### src/rtl/conv_pkg.sv
// Shared types and helpers for the tiled convolution scheduler.
// The state encoding and window-range arithmetic are kept here so both counters and the FSM agree.
package conv_pkg;

    localparam int IDX_BITS = 16;

    typedef enum logic [1:0] {
        IDLE  = 2'd0,
        ISSUE = 2'd1,
        DRAIN = 2'd2,
        FIN   = 2'd3
    } sched_state_t;

    typedef logic [IDX_BITS-1:0] idx_t;

    // Last legal 3x3 window origin inside one sub-tile edge.
    function automatic int last_pos(input int size, input int totsub, input int ker);
        return (size / totsub) - ker;
    endfunction

endpackage

### src/rtl/conv_pos_counter.sv
// Three-level (filter, window row, window column) position counter.
// Column is fastest, then row, then filter; last flags the final position of the layer.
module conv_pos_counter
    import conv_pkg::*;
#(
    parameter int WIDTH_BIT = 16,
    parameter int FW        = 3,
    parameter int NW        = 4,
    parameter int LAST_POS  = last_pos(320, 16, 3)
) (
    input  logic                 clock,
    input  logic                 nreset,
    input  logic                 clr,
    input  logic                 adv,
    input  logic [NW-1:0]        num,
    output logic [FW-1:0]        f,
    output logic [WIDTH_BIT-1:0] i,
    output logic [WIDTH_BIT-1:0] j,
    output logic                 last
);

    logic [WIDTH_BIT-1:0] lp;
    logic                 j_wrap;
    logic                 i_wrap;
    logic                 f_last;

    assign lp     = WIDTH_BIT'(LAST_POS);
    assign j_wrap = (j == lp);
    assign i_wrap = (i == lp);
    assign f_last = ((NW'(f) + NW'(1)) == num);
    assign last   = j_wrap && i_wrap && f_last;

    always_ff @(posedge clock or negedge nreset) begin
        if (!nreset) begin
            f <= '0;
            i <= '0;
            j <= '0;
        end else if (clr) begin
            f <= '0;
            i <= '0;
            j <= '0;
        end else if (adv) begin
            if (!j_wrap) begin
                j <= j + 1'b1;
            end else begin
                j <= '0;
                if (!i_wrap) begin
                    i <= i + 1'b1;
                end else begin
                    i <= '0;
                    f <= f + 1'b1;
                end
            end
        end
    end

endmodule

### src/rtl/conv_tile_scheduler.sv
// Issues (f,i,j) window requests for one conv layer to the tiled engine under a credit limit
// and tags the in-order responses with their output position; pulses done after the last commit.
module conv_tile_scheduler
    import conv_pkg::*;
#(
    parameter int SIZE            = 320,
    parameter int SIZEKer         = 3,
    parameter int TOTSUBIMAGEM    = 16,
    parameter int WIDTH_BIT       = 16,
    parameter int MAX_FILTERS     = 8,
    parameter int MAX_OUTSTANDING = 2
) (
    input  logic                             clock,
    input  logic                             nreset,
    input  logic                             start,
    input  logic                             abort,
    input  logic [$clog2(MAX_FILTERS+1)-1:0] cfg_num_filters,
    output logic                             busy,
    output logic                             done,
    output logic                             err,
    output logic                             req_valid,
    input  logic                             req_ready,
    output logic [$clog2(MAX_FILTERS)-1:0]   req_f,
    output logic [WIDTH_BIT-1:0]             req_i,
    output logic [WIDTH_BIT-1:0]             req_j,
    input  logic                             rsp_valid,
    output logic                             cmt_we,
    output logic [$clog2(MAX_FILTERS)-1:0]   cmt_f,
    output logic [WIDTH_BIT-1:0]             cmt_i,
    output logic [WIDTH_BIT-1:0]             cmt_j
);

    localparam int FW       = $clog2(MAX_FILTERS);
    localparam int NW       = $clog2(MAX_FILTERS + 1);
    localparam int OW       = $clog2(MAX_OUTSTANDING + 1);
    localparam int LAST_POS = last_pos(SIZE, TOTSUBIMAGEM, SIZEKer);

    sched_state_t         state;
    sched_state_t         state_nxt;
    logic [NW-1:0]        num_filters;
    logic [OW-1:0]        outstanding;
    logic [WIDTH_BIT-1:0] orphans;

    logic                 hs;
    logic                 start_acc;
    logic                 rsp_take;
    logic                 rsp_stale;
    logic                 rsp_spur;
    logic                 fin_d;
    logic                 iss_last;
    logic                 cmt_last;
    logic                 ctr_clr;

    logic [FW-1:0]        pos_f;
    logic [WIDTH_BIT-1:0] pos_i;
    logic [WIDTH_BIT-1:0] pos_j;

    assign hs        = req_valid && req_ready;
    assign start_acc = (state == IDLE) && start && !abort;
    assign ctr_clr   = start_acc || abort;

    // Responses still owed from an aborted layer are swallowed silently before any new ones.
    assign rsp_stale = rsp_valid && (orphans != '0);
    assign rsp_take  = rsp_valid && (orphans == '0) && ((outstanding != '0) || hs);
    assign rsp_spur  = rsp_valid && (orphans == '0) && (outstanding == '0) && !hs;

    conv_pos_counter #(
        .WIDTH_BIT (WIDTH_BIT),
        .FW        (FW),
        .NW        (NW),
        .LAST_POS  (LAST_POS)
    ) u_issue_ctr (
        .clock  (clock),
        .nreset (nreset),
        .clr    (ctr_clr),
        .adv    (hs),
        .num    (num_filters),
        .f      (req_f),
        .i      (req_i),
        .j      (req_j),
        .last   (iss_last)
    );

    conv_pos_counter #(
        .WIDTH_BIT (WIDTH_BIT),
        .FW        (FW),
        .NW        (NW),
        .LAST_POS  (LAST_POS)
    ) u_commit_ctr (
        .clock  (clock),
        .nreset (nreset),
        .clr    (ctr_clr),
        .adv    (rsp_take),
        .num    (num_filters),
        .f      (pos_f),
        .i      (pos_i),
        .j      (pos_j),
        .last   (cmt_last)
    );

    always_ff @(posedge clock or negedge nreset) begin
        if (!nreset) begin
            state <= IDLE;
        end else begin
            state <= state_nxt;
        end
    end

    always_comb begin
        state_nxt = state;
        if (abort) begin
            state_nxt = IDLE;
        end else begin
            case (state)
                IDLE: begin
                    if (start) begin
                        state_nxt = (cfg_num_filters == '0) ? FIN : ISSUE;
                    end
                end
                ISSUE: begin
                    if (hs && iss_last) begin
                        state_nxt = (rsp_take && cmt_last) ? FIN : DRAIN;
                    end
                end
                DRAIN: begin
                    if (rsp_take && cmt_last) begin
                        state_nxt = FIN;
                    end
                end
                FIN: begin
                    state_nxt = IDLE;
                end
                default: begin
                    state_nxt = IDLE;
                end
            endcase
        end
    end

    always_comb begin
        busy      = 1'b0;
        req_valid = 1'b0;
        fin_d     = 1'b0;
        case (state)
            ISSUE: begin
                busy      = 1'b1;
                req_valid = (outstanding < OW'(MAX_OUTSTANDING));
            end
            DRAIN: begin
                busy = 1'b1;
            end
            FIN: begin
                fin_d = 1'b1;
            end
            default: begin
            end
        endcase
    end

    // Credit, orphan and status bookkeeping; commit tag is captured with the response.
    always_ff @(posedge clock or negedge nreset) begin
        if (!nreset) begin
            num_filters <= '0;
            outstanding <= '0;
            orphans     <= '0;
            err         <= 1'b0;
            done        <= 1'b0;
            cmt_we      <= 1'b0;
            cmt_f       <= '0;
            cmt_i       <= '0;
            cmt_j       <= '0;
        end else begin
            done   <= fin_d && !abort;
            cmt_we <= rsp_take && !abort;
            if (rsp_take) begin
                cmt_f <= pos_f;
                cmt_i <= pos_i;
                cmt_j <= pos_j;
            end
            if (start_acc) begin
                num_filters <= cfg_num_filters;
            end
            if (abort) begin
                outstanding <= '0;
                orphans     <= orphans - WIDTH_BIT'(rsp_stale) + WIDTH_BIT'(outstanding)
                               + WIDTH_BIT'(hs) - WIDTH_BIT'(rsp_take);
            end else begin
                outstanding <= outstanding + OW'(hs) - OW'(rsp_take);
                if (rsp_stale) begin
                    orphans <= orphans - 1'b1;
                end
            end
            if (rsp_spur) begin
                err <= 1'b1;
            end else if (start_acc) begin
                err <= 1'b0;
            end
        end
    end

endmodule

### config.mk
export PLATFORM = sky130hd
export DESIGN_NAME = conv_tile_scheduler
export DESIGN_NICKNAME = d
export VERILOG_FILES = /design/src/rtl/conv_pkg.sv /design/src/rtl/conv_pos_counter.sv /design/src/rtl/conv_tile_scheduler.sv
export SDC_FILE = /design/constraint.sdc
export NUM_CORES = 1
export LEC_CHECK = 0
export CAP_MARGIN = 20
export CORE_AREA = 2 2 151 153
export DETAILED_ROUTE_END_ITERATION = 16
export DIE_AREA = 0 0 153 155
export GPL_TIMING_DRIVEN = 0
export PLACE_DENSITY_LB_ADDON = 0.1
export SYNTH_ARGS = -nofsm -noshare
export SYNTH_HDL_FRONTEND = slang
export SYNTH_HIERARCHICAL = 1
export SYNTH_SLANG_ARGS = --single-unit
### constraint.sdc
create_clock -name clock -period 4.25 [get_ports clock]
set_input_delay 0.425 -clock clock [delete_from_list [all_inputs] [get_ports clock]]
set_output_delay 0.425 -clock clock [all_outputs]
set_load 0.02 [all_outputs]
## Yosys cells after proc, flatten, opt, wreduce, memory -nomap -nowiden

Cells that the tools add are included.

- Add/sub/neg operators: 15
- Order comparisons: 1
- Equality and inequality tests: 12
- Multiplexer cells: 37
- Reductions and logical operators: 40

Operators with widths:

| operator | count |
|---|---|
| 16-bit 2-to-1 mux | 16 |
| 16-bit by 1-bit adder with 16-bit output (second input constant) | 4 |
| 16-bit by 5-bit == test with 1-bit output (second input constant) | 4 |
| 16-bit by 1-bit subtractor with 16-bit output | 2 |
| 3-bit 2-to-1 mux | 8 |
| 2-bit nonzero test | 9 |
| 16-bit by 1-bit adder with 16-bit output | 1 |
| 16-bit by 2-bit adder with 16-bit output | 1 |
| 1-bit logical AND | 16 |
| 16-bit logical NOT | 1 |
| 16-bit nonzero test | 1 |
| 16-bit by 1-bit subtractor with 16-bit output (second input constant) | 1 |
| 2-bit 2-to-1 mux | 6 |
| 3-bit != test (second input constant) | 3 |
| 3-bit AND reduction | 3 |
| 3-bit by 1-bit adder with 4-bit output (second input constant) | 2 |
| 4-bit == test | 2 |
| 2-bit case mux with 4 select lines | 1 |
| 3-bit by 1-bit adder with 3-bit output (second input constant) | 2 |
| 1-bit 2-to-1 mux | 6 |
| 2-bit == test (second input constant) | 2 |
| 2-bit logical NOT | 2 |
| 4-bit logical NOT | 1 |
| 2-bit AND reduction | 2 |
| other kinds (7) | 9 |

- Register bits: 132
- Bits of input ports: 10
- Output and inout port bits: 75
- Word-level logic and storage cells: 121

## Longest topological paths before layout

Gate-level depths: netlist (run 1).

- Depth in word-level cells: 10
- Depth in mapped cells: 18
- Depth with buffers taken out: 16

## Hierarchy

Netlist (run 1), hierarchy kept.

By module, submodules not included:

| module | times used | cells an instance | area an instance (um2) | seq. area each (um2) |
|---|---|---|---|---|
| conv_pos_counter | 2 | 227 | 2043.2 | 875.8 |
| conv_tile_scheduler | 1 | 376 | 3967.6 | 1551.5 |

## Least setup slack after synthesis (run 1)

Ideal clock, no wire load.

- Path type: register to register
- From: reg orphans[8]
- To: reg orphans[14]
- Library setup time: 0.082 ns
- Arrival: 4.526 ns
- Required time: 4.168 ns
- Slack: -0.358 ns
- Cell stages (with the launch flop): 19
- Buffers on the path: 2
- Period minus slack after synthesis: 4.608 ns
- Cell sequence: dfrtp_1 > inv_1 > ha_1 > nand4_1 > nor4b_2 > buf_2 > buf_2 > fa_1 > fa_1 > inv_1 > fa_1 > inv_1 > fa_1 > nand2b_1 > a21oi_1 > a211oi_1 > nor3_1 > or4_1 > a31oi_1

- Elaborated cells on any way between the ends: 13
- Those cells by class: 5 x add/sub; 2 x mux; 6 x reduce/logical

RTL lines:

| element | RTL line | text |
|---|---|---|
| from (decl) | conv_tile_scheduler.sv:42 | `logic [WIDTH_BIT-1:0] orphans;` |
| from (signal assigned) | conv_tile_scheduler.sv:185 | `orphans <= orphans - WIDTH_BIT'(rsp_stale) + WIDTH_BIT'(outstanding)` |
| from (signal assigned) | conv_tile_scheduler.sv:190 | `orphans <= orphans - 1'b1;` |
| 16-bit logical NOT | conv_tile_scheduler.sv:64 | `assign rsp_take = rsp_valid && (orphans == '0) && ((outstanding != '0) \|\| hs);` |
| 1-bit logical AND (2 in series) | conv_tile_scheduler.sv:64 |  |
| net rsp_take | conv_tile_scheduler.sv:46 | `logic rsp_take;` |
| 16-bit by 1-bit subtractor with 16-bit output | conv_tile_scheduler.sv:186 | `+ WIDTH_BIT'(hs) - WIDTH_BIT'(rsp_take);` |
| 16-bit 2-to-1 mux | conv_tile_scheduler.sv:183 | `if (abort) begin` |

The timed path passes the listed nets, and every way through them passes these cells. The select of a mux whose other input is x is not followed.
A chain may end at the register's enable or synchronous reset.

## Worst setup path after layout (run 1)

- From: reg orphans[5]
- To: reg orphans[10]

- Cells in the longest elaborated chain, start to end: 7
- Elaborated cells on any way between the ends: 13
- Those cells by class: 5 x add/sub; 2 x mux; 6 x reduce/logical

RTL lines:

| element | RTL line | text |
|---|---|---|
| 16-bit nonzero test | conv_tile_scheduler.sv:63 | `assign rsp_stale = rsp_valid && (orphans != '0);` |
| 1-bit logical AND | conv_tile_scheduler.sv:63 |  |
| 16-bit by 1-bit subtractor with 16-bit output | conv_tile_scheduler.sv:185 |  |
| 16-bit by 2-bit adder with 16-bit output | conv_tile_scheduler.sv:185 |  |
| 16-bit by 1-bit adder with 16-bit output | conv_tile_scheduler.sv:186 |  |
| 16-bit by 1-bit subtractor with 16-bit output | conv_tile_scheduler.sv:186 |  |
| 16-bit 2-to-1 mux | conv_tile_scheduler.sv:183 |  |

Parallel ways exist; a longest one is shown, timed or not. The select of a mux whose other input is x is not followed.

==> results of run 1 <==
==> per-stage QoR <==
stage               power, uW  setup TNS, ns
CTS                      5670        -0.0195
finish                   5770         -0.140
floorplan                3200              0
global route             6210          -1.28
global placement         3710        -394.73
detailed placement       3720          -7.22
==> final timing paths <==
| check | start | to | cells past startpoint |
|---|---|---|---|
| hold reg to reg | cmt_j[14] | cmt_j[14] | 1 |
| hold / removal | cmt_j[14] | cmt_j[14] | 1 |
| setup reg to reg | orphans[5] | orphans[10] | 19 |
| max in group asynchronous | nreset | orphans[1] | 3 |
| min in group asynchronous | nreset | cmt_j[3] | 2 |
| setup / recovery | orphans[5] | orphans[10] | 19 |
==> state kept, by name, summed over array words and instances, names as in the netlist, 2 cells and up <==
name,count
u_issue_ctr/i,16
u_commit_ctr/j,16
num_filters,4
u_issue_ctr/j,16
outstanding,2
u_commit_ctr/f,3
u_commit_ctr/i,16
cmt_f,3
cmt_i,16
orphans,16
state,2
cmt_j,16
u_issue_ctr/f,3
==> logic make-up (layout without fill, tap and decap cells) <==
kind of cell | after synthesis | in the layout | share of synthesized area [%]
compound gates | 155 | 155 | 12.3
xor+xnor | 58 | 58 | 6.31
fa+ha+maj | 57 | 57 | 9.23
buf+inv | 82 | 232 | 4.60
flops | 132 | 132 | 41.0
mux | 46 | 46 | 6.32
simple gates | 300 | 300 | 20.2
==> placed cells by master, fill, tap and decap left out, types with 8 or more instances in the layout <==
| cell type | netlist | routed |
|---|---|---|
| nand2b_1 | 13 | 12 |
| a31oi_1 | 10 | 9 |
| buf_2 | 10 | 8 |
| mux2_1 | 39 | 39 |
| nor4_1 | 15 | 15 |
| ha_1 | 53 | 45 |
| o31ai_1 | 21 | 21 |
| inv_2 | 0 | 17 |
| xor2_1 | 19 | 19 |
| or2_2 | 8 | 8 |
| nor3_1 | 20 | 18 |
| o21ai_0 | 47 | 47 |
| nor2_1 | 81 | 81 |
| buf_4 | 0 | 32 |
| nand4_1 | 29 | 29 |
| nand3_1 | 30 | 30 |
| dfrtp_1 | 132 | 131 |
| clkdlybuf4s50_1 | 0 | 83 |
| nor3b_1 | 10 | 10 |
| clkbuf_1 | 17 | 19 |
| nand2_1 | 39 | 39 |
| nor2b_1 | 14 | 14 |
| clkbuf_16 | 0 | 17 |
| xnor2_1 | 39 | 39 |
| inv_1 | 48 | 31 |
| a21oi_1 | 25 | 23 |
| and4_1 | 8 | 8 |
==> metal layers <==
| metal | global-route usage, % | wire (um) | up-vias |
|---|---|---|---|
| met5 | 0 | 0 | - |
| met4 | 5.07 | 296 | 0 |
| met3 | 3.01 | 612 | 20 |
| met2 | 27.2 | 8900 | 119 |
| met1 | 26.1 | 10600 | 3223 |
| li1 | - | - | 3263 |
==> power by group through the flow <==
stage	Sequential (uW)	Combinational, uW	Clock (uW)
final	1530	2720	1530
after global routing	1550	3030	1640
after CTS	1530	2570	1580
after detailed placement	1560	2160	0
after global placement	1550	2160	0
after floorplan	1530	1670	0
==> critical path: stages, from the launching register on <==
cell and delay, ns:
dfrtp_1 0.39, inv_2 0.10, ha_2 0.21, nand4_1 0.20, nor4b_4 0.36, buf_6 0.16
fa_1 0.42, fa_1 0.45, inv_2 0.07, fa_2 0.23, inv_2 0.04, fa_2 0.33
nand2b_4 0.16, a21oi_4 0.17, a211oi_4 0.11, buf_4 0.16, buf_6 0.11, o41ai_4 0.22
xnor2_1 0.17, mux2i_1 0.09
==> synthesized netlist by cell type (all sizes together) (3+ instances only) <==
master | count | area share, %
or4 | 3 | 0.28
o21ai | 53 | 3.3
xnor2 | 39 | 4.2
o211ai | 5 | 0.47
a41o | 3 | 0.37
inv | 48 | 2.2
a21oi | 25 | 1.6
a31oi | 10 | 0.78
buf | 14 | 1.2
o31ai | 21 | 2.0
nor4b | 7 | 0.99
and4 | 8 | 0.87
a211oi | 6 | 0.56
fa | 4 | 0.99
ha | 53 | 8.2
mux2i | 7 | 0.87
nand4 | 29 | 2.3
nand2 | 41 | 2.1
dfrtp | 132 | 41
nand3 | 30 | 1.9
xor2 | 19 | 2.1
nor2b | 14 | 1.1
and3 | 4 | 0.31
or3b | 3 | 0.33
o21a | 6 | 0.56
nand3b | 3 | 0.28
clkbuf | 19 | 1.1
nor2 | 81 | 3.8
nor4 | 17 | 1.5
mux2 | 39 | 5.5
nor3b | 10 | 0.93
or2 | 10 | 0.78
nor3 | 21 | 1.4
nand2b | 13 | 1.0
or3 | 5 | 0.42
==> repair_timing <==
action | 4_1_cts | 5_1_grt
endpoints found under the setup margin | 11 | 9
buffers inserted | 28 | 5
hold buffers | 1 | 0
endpoints found under the hold margin | 40 | 0
resized for setup | 39 | 8
pin swaps | 9 | 6
==> area by class of cell <==
| cell class | count | area share [%] |
|---|---|---|
| repair buffers | 119 | 10.9 |
| flip-flops and latches | 132 | 31.9 |
| plain buffers | 32 | 1.91 |
| clock inverters | 10 | 1.40 |
| clock buffers | 22 | 4.48 |
| well taps | 285 | 3.44 |
| inverters | 49 | 1.78 |
| multi-input cells | 616 | 44.2 |
==> out/results.ini, run 1 <==
[outcome]
status = complete, but fails checks
violations = negative setup slack

[grt]
overflow = 0
grt_antenna_before_repair = 0
grt_pass1_wl_um = 34400
grt_max_degree = 93
grt_pass1_vias = 6587
track_usage_pct = 17.8

[clocking]
cts.sinks = 132
cts-root-buf = clkbuf_16
tritoncts = done
clock_path_buffers = 2
path_clk_slew_ns = 0.07
cts_buffers = 17
clk_latency_ns = 0.42
h-tree-depth = 4

[route]
post_drt_wl_per_cell_um = 16.1
drc = 0
route.vias.total = 6625
dr.pass1.iters = 5
drt_iter0_markers = 320
detail-route-antenna-nets = 0
wl_um = 20400
vias_per_cell = 5.24

[power]
ir_drop_uv = 337
clkPwrFrac_pct = 26.5
switching_power_uw = 2160
switching_share_pct = 37.4
pwr-share-seq_pct = 26.4
p_leak_uw = 0.00441
p_comb_share_pct = 47.1
power.density_nw_per_um2 = 557
power.internal_uw = 3620

[die]
die_w_um = 153
start_util_pct = 36.2
dieArea_sq_um = 23700
ios = 85
row_count = 55
die_h_um = 155
core-area_sq_um = 22200

[final_layout]
multi_input_area_sq_um = 4570
ff_latch_area_sq_um = 3300
final_cells = 1265
fill_cells = 2136
fin_util_pct = 46.6
layout-drive-gt1-share_pct = 14.8
area_growth_pct = 28.6
layout.nets = 1034
diodes = 0
design_area_sq_um = 10400

[timing]
slew_headroom_pct = 51.4
worst_pin_slew_ns = 0.724
finalMaxSlewViolations = 0
setup_violations = 3
rsz0062_at_grt = true
hold_violations = 0
fin_ws_ns = -0.0740
finClkSkew_ns = 0.0137
fin_hold_ws_ns = 0.484
post-route-period-util_pct = 102
layout_min_cycle_time_ns = 4.32
fmax_mhz = 231

[worst_setup_path]
cp-end-kind = register
cp-start-kind = register
worst-setup-path-type = reg -> reg
critPathMaxFanout = 4
r2r_slack_ns = -0.07
cp.arrival_ns = 4.61
worstPathRequired_ns = 4.53

[job]
cap_violations = 0

[synthesis]
seq_area_frac_synth_pct = 41.0
ys_warn_count = 6
synth_area_sq_um = 8050
ys_types = 63
synthFlopType = dfrtp_1
synth-edff-count = 0
postSynthAreaPerCell_sq_um = 9.70
syn-num-nets = 897
async_flop_share_pct = 100
syn_inst = 830
yosys_register_bits = 132

[placement]
dp_cells = 1200
dp_hpwl_um = 14200
post_dp_cell_area_sq_um = 9320
pre_cts_slack_ns = -0.852
place_congestion = 0.806
port_buffers = 84

[hold_path]
min_path_type = reg -> reg

Note: power is estimated with default switching activity, not from simulation.
==> run 2, diff against run 1 <==
--- a/config.mk
+++ b/config.mk
@@ -9,7 +9,7 @@
 export CORE_AREA = 2 2 151 153
 export DETAILED_ROUTE_END_ITERATION = 16
 export DIE_AREA = 0 0 153 155
-export GPL_TIMING_DRIVEN = 0
+export GPL_TIMING_DRIVEN = 1
 export PLACE_DENSITY_LB_ADDON = 0.1
 export SYNTH_ARGS = -nofsm -noshare
 export SYNTH_HDL_FRONTEND = slang
==> run 2 against run 1 <==
The flow now finishes without violations. Worst setup slack better by 0.11 ns. Clock-buffer cell count down 5. Clock skew about the same. Final cell count down 1.4%. Global-route usage down 0.27 points. Design area down 2.0%. Combinational power down 2%. Maximum frequency up 2.7%. Critical path type unchanged. Largest cell class unchanged.
==> out/results.ini, run 2 (synthesis results as in run 1) <==
[die]
dieArea_sq_um = 23700  ; unchanged
core-area_sq_um = 22200  ; unchanged
die_h_um = 155  ; unchanged
start_util_pct = 36.2  ; unchanged
ios = 85  ; unchanged
row_count = 55  ; unchanged
die_w_um = 153  ; unchanged

[placement]
dp_cells = 1209  ; was 1200
port_buffers = 84  ; unchanged
post_dp_cell_area_sq_um = 9420  ; was 9320 sq um
dp_hpwl_um = 14300  ; was 14200 um
place_congestion = 0.802  ; was 0.806

[power]
p_comb_share_pct = 47.3  ; was 47.1%
clkPwrFrac_pct = 26.0  ; was 26.5%
p_leak_uw = 0.00434  ; was 0.00441 uW
power_uw = 5640  ; was 5770 uW
switching_power_uw = 2120  ; was 2160 uW
pwr-share-seq_pct = 26.7  ; was 26.4%
ir_drop_uv = 322  ; was 337 uV
switching_share_pct = 37.5  ; was 37.4%
power.density_nw_per_um2 = 556  ; was 557 nW/um^2
power.internal_uw = 3520  ; was 3620 uW

[final_layout]
final_common_cell = dfrtp_1  ; unchanged
final_cell_mix = dfrtp_1, clkdlybuf4s50_1, nor2_1  ; unchanged
area_growth_pct = 26.0  ; was 28.6%
layout.nets = 1016  ; was 1034
layout-drive-gt1-share_pct = 14.1  ; was 14.8%
fill_cells = 2172  ; was 2136
design_area_sq_um = 10100  ; was 10400 sq um
multi_input_area_sq_um = 4510  ; was 4570 sq um
diodes = 0  ; unchanged
final_cells = 1247  ; was 1265
ff_latch_area_sq_um = 3300  ; about the same

[job]
cap_violations = 0  ; unchanged

[worst_setup_path]
cp-startpoint = orphans[6]  ; was orphans[5]
worstPathRequired_ns = 4.58  ; was 4.53 ns
cp-start-kind = register  ; unchanged
cp-end-kind = register  ; unchanged
worst-setup-path-type = reg -> reg  ; unchanged
reg2reg_from = orphans[6]  ; was orphans[5]
critPathMaxFanout = 3  ; was 4
cp.arrival_ns = 4.54  ; was 4.61 ns

[grt]
grtUsageMet3_pct = 3.06  ; was 3.01%
grt_antenna_before_repair = 0  ; unchanged
grt_max_degree = 78  ; was 93
top_usage_layer = met2  ; unchanged
track_usage_pct = 17.6  ; was 17.8%
grt_use_met2_pct = 27.1  ; was 27.2%
overflow = 0  ; unchanged
met1_usage_pct = 25.7  ; was 26.1%
grt_pass1_wl_um = 33800  ; was 34400 um
grt_pass1_vias = 6490  ; was 6587

[clocking]
tritoncts = done  ; unchanged
h-tree-depth = 4  ; unchanged
cts.sinks = 132  ; unchanged
cts-root-buf = clkbuf_16  ; unchanged
path_clk_slew_ns = 0.07  ; about the same
clock_path_buffers = 2  ; unchanged
hold_buffers = 0  ; was 1
cts_buffers = 17  ; unchanged
clk_latency_ns = 0.42  ; about the same

[route]
drc = 0  ; unchanged
route.vias.total = 6579  ; was 6625
wl_um = 20200  ; was 20400 um
detail-route-antenna-nets = 0  ; unchanged
drt_iter0_markers = 331  ; was 320
post_drt_wl_per_cell_um = 16.2  ; was 16.1 um
vias_per_cell = 5.28  ; was 5.24
dr.pass1.iters = 5  ; unchanged

[hold_path]
min_path_type = in -> async  ; was reg -> reg

[timing]
fin_hold_ws_ns = 0.0481  ; was 0.484 ns
layout_min_cycle_time_ns = 4.21  ; was 4.32 ns
worst_pin_slew_ns = 0.902  ; was 0.724 ns
post-route-period-util_pct = 99.1  ; was 102%
finalMaxSlewViolations = 0  ; unchanged
finClkSkew_ns = 0.0139  ; was 0.0137 ns
setup_violations = 0  ; was 3
hold_violations = 0  ; unchanged
rsz0062_at_grt = true  ; unchanged
fmax_mhz = 237  ; was 231 MHz
slew_headroom_pct = 39.9  ; was 51.4%
fin_setup_tns_ns = 0  ; was -0.140 ns

[outcome]
status = finished clean  ; was complete, but fails checks

## run 2: cell type report
cell class,instances,share of cell area (%)
clock buffers,17,4.19
clock inverters,15,1.52
inverters,49,1.81
multi-input cells,616,44.4
flip-flops and latches,132,32.6
well taps,285,3.51
repair buffers,133,12.0
## run 2: timing repair
| item | CTS | global route |
|---|---|---|
| pin swaps | 1 | 7 |
| buffers inserted | 0 | 6 |
| endpoints found under the setup margin | 2 | 8 |
| gates resized for setup | 2 | 25 |
## run 2: path summary, 6_finish.rpt
kind                                       to  slack [ns]  depth (start not counted)
hold / removal                      cmt_j[10]        0.05                          1
min in group clock                   cmt_i[5]        0.48                          1
setup reg to reg                  orphans[14]        0.04                         17
max in group asynchronous  u_commit_ctr/j[12]        3.29                          2
hold reg to reg                      cmt_i[5]        0.48                          1
setup / recovery                  orphans[14]        0.04                         17
## run 2: metal layers
| metal | vias to the layer above | wire (um) |
|---|---|---|
| met5 | - | 0 |
| li1 | 3207 | - |
| met4 | 0 | 170 |
| met1 | 3236 | 10500 |
| met3 | 18 | 601 |
| met2 | 118 | 8930 |
## run 2: per-stage QoR
stage          utilization (%)  setup slack (ns)
5_1_grt                   45.6            -0.125
3_5_place_dp              42.4            -0.283
6_report                  45.6            0.0381
4_1_cts                   45.1            0.0120
3_3_place_gp              42.4           -0.0938
2_1_floorplan                -           0.00439
## run 2: worst max-delay path: stages (launching register included)
cell and delay, ns:
dfrtp_1 0.39, inv_2 0.08, ha_4 0.14, nand4_1 0.16, buf_6 0.18, nor4b_4 0.33
fa_1 0.46, fa_1 0.49, inv_1 0.05, fa_2 0.36, inv_2 0.08, fa_2 0.22
nand2b_4 0.14, a21oi_4 0.06, a211oi_4 0.36, nor3_2 0.07, or4_1 0.39, a31oi_1 0.16
## run 2: power groups by stage
stage / registers [uW] / clock network, uW / logic, uW
2_1_floorplan: 1530 / 0 / 1670
3_3_place_gp: 1520 / 0 / 2460
3_5_place_dp: 1520 / 0 / 2460
4_1_cts: 1500 / 1520 / 2510
5_1_grt: 1520 / 1580 / 2990
6_report: 1500 / 1470 / 2670
==> run 3, diff against run 2 <==
--- a/config.mk
+++ b/config.mk
@@ -7,6 +7,7 @@
 export LEC_CHECK = 0
 export CAP_MARGIN = 20
 export CORE_AREA = 2 2 151 153
+export CTS_CLUSTER_SIZE = 28
 export DETAILED_ROUTE_END_ITERATION = 16
 export DIE_AREA = 0 0 153 155
 export GPL_TIMING_DRIVEN = 1
==> results of run 3 <==
No change in the layout: final DEF, timing and power equal those of run 2.
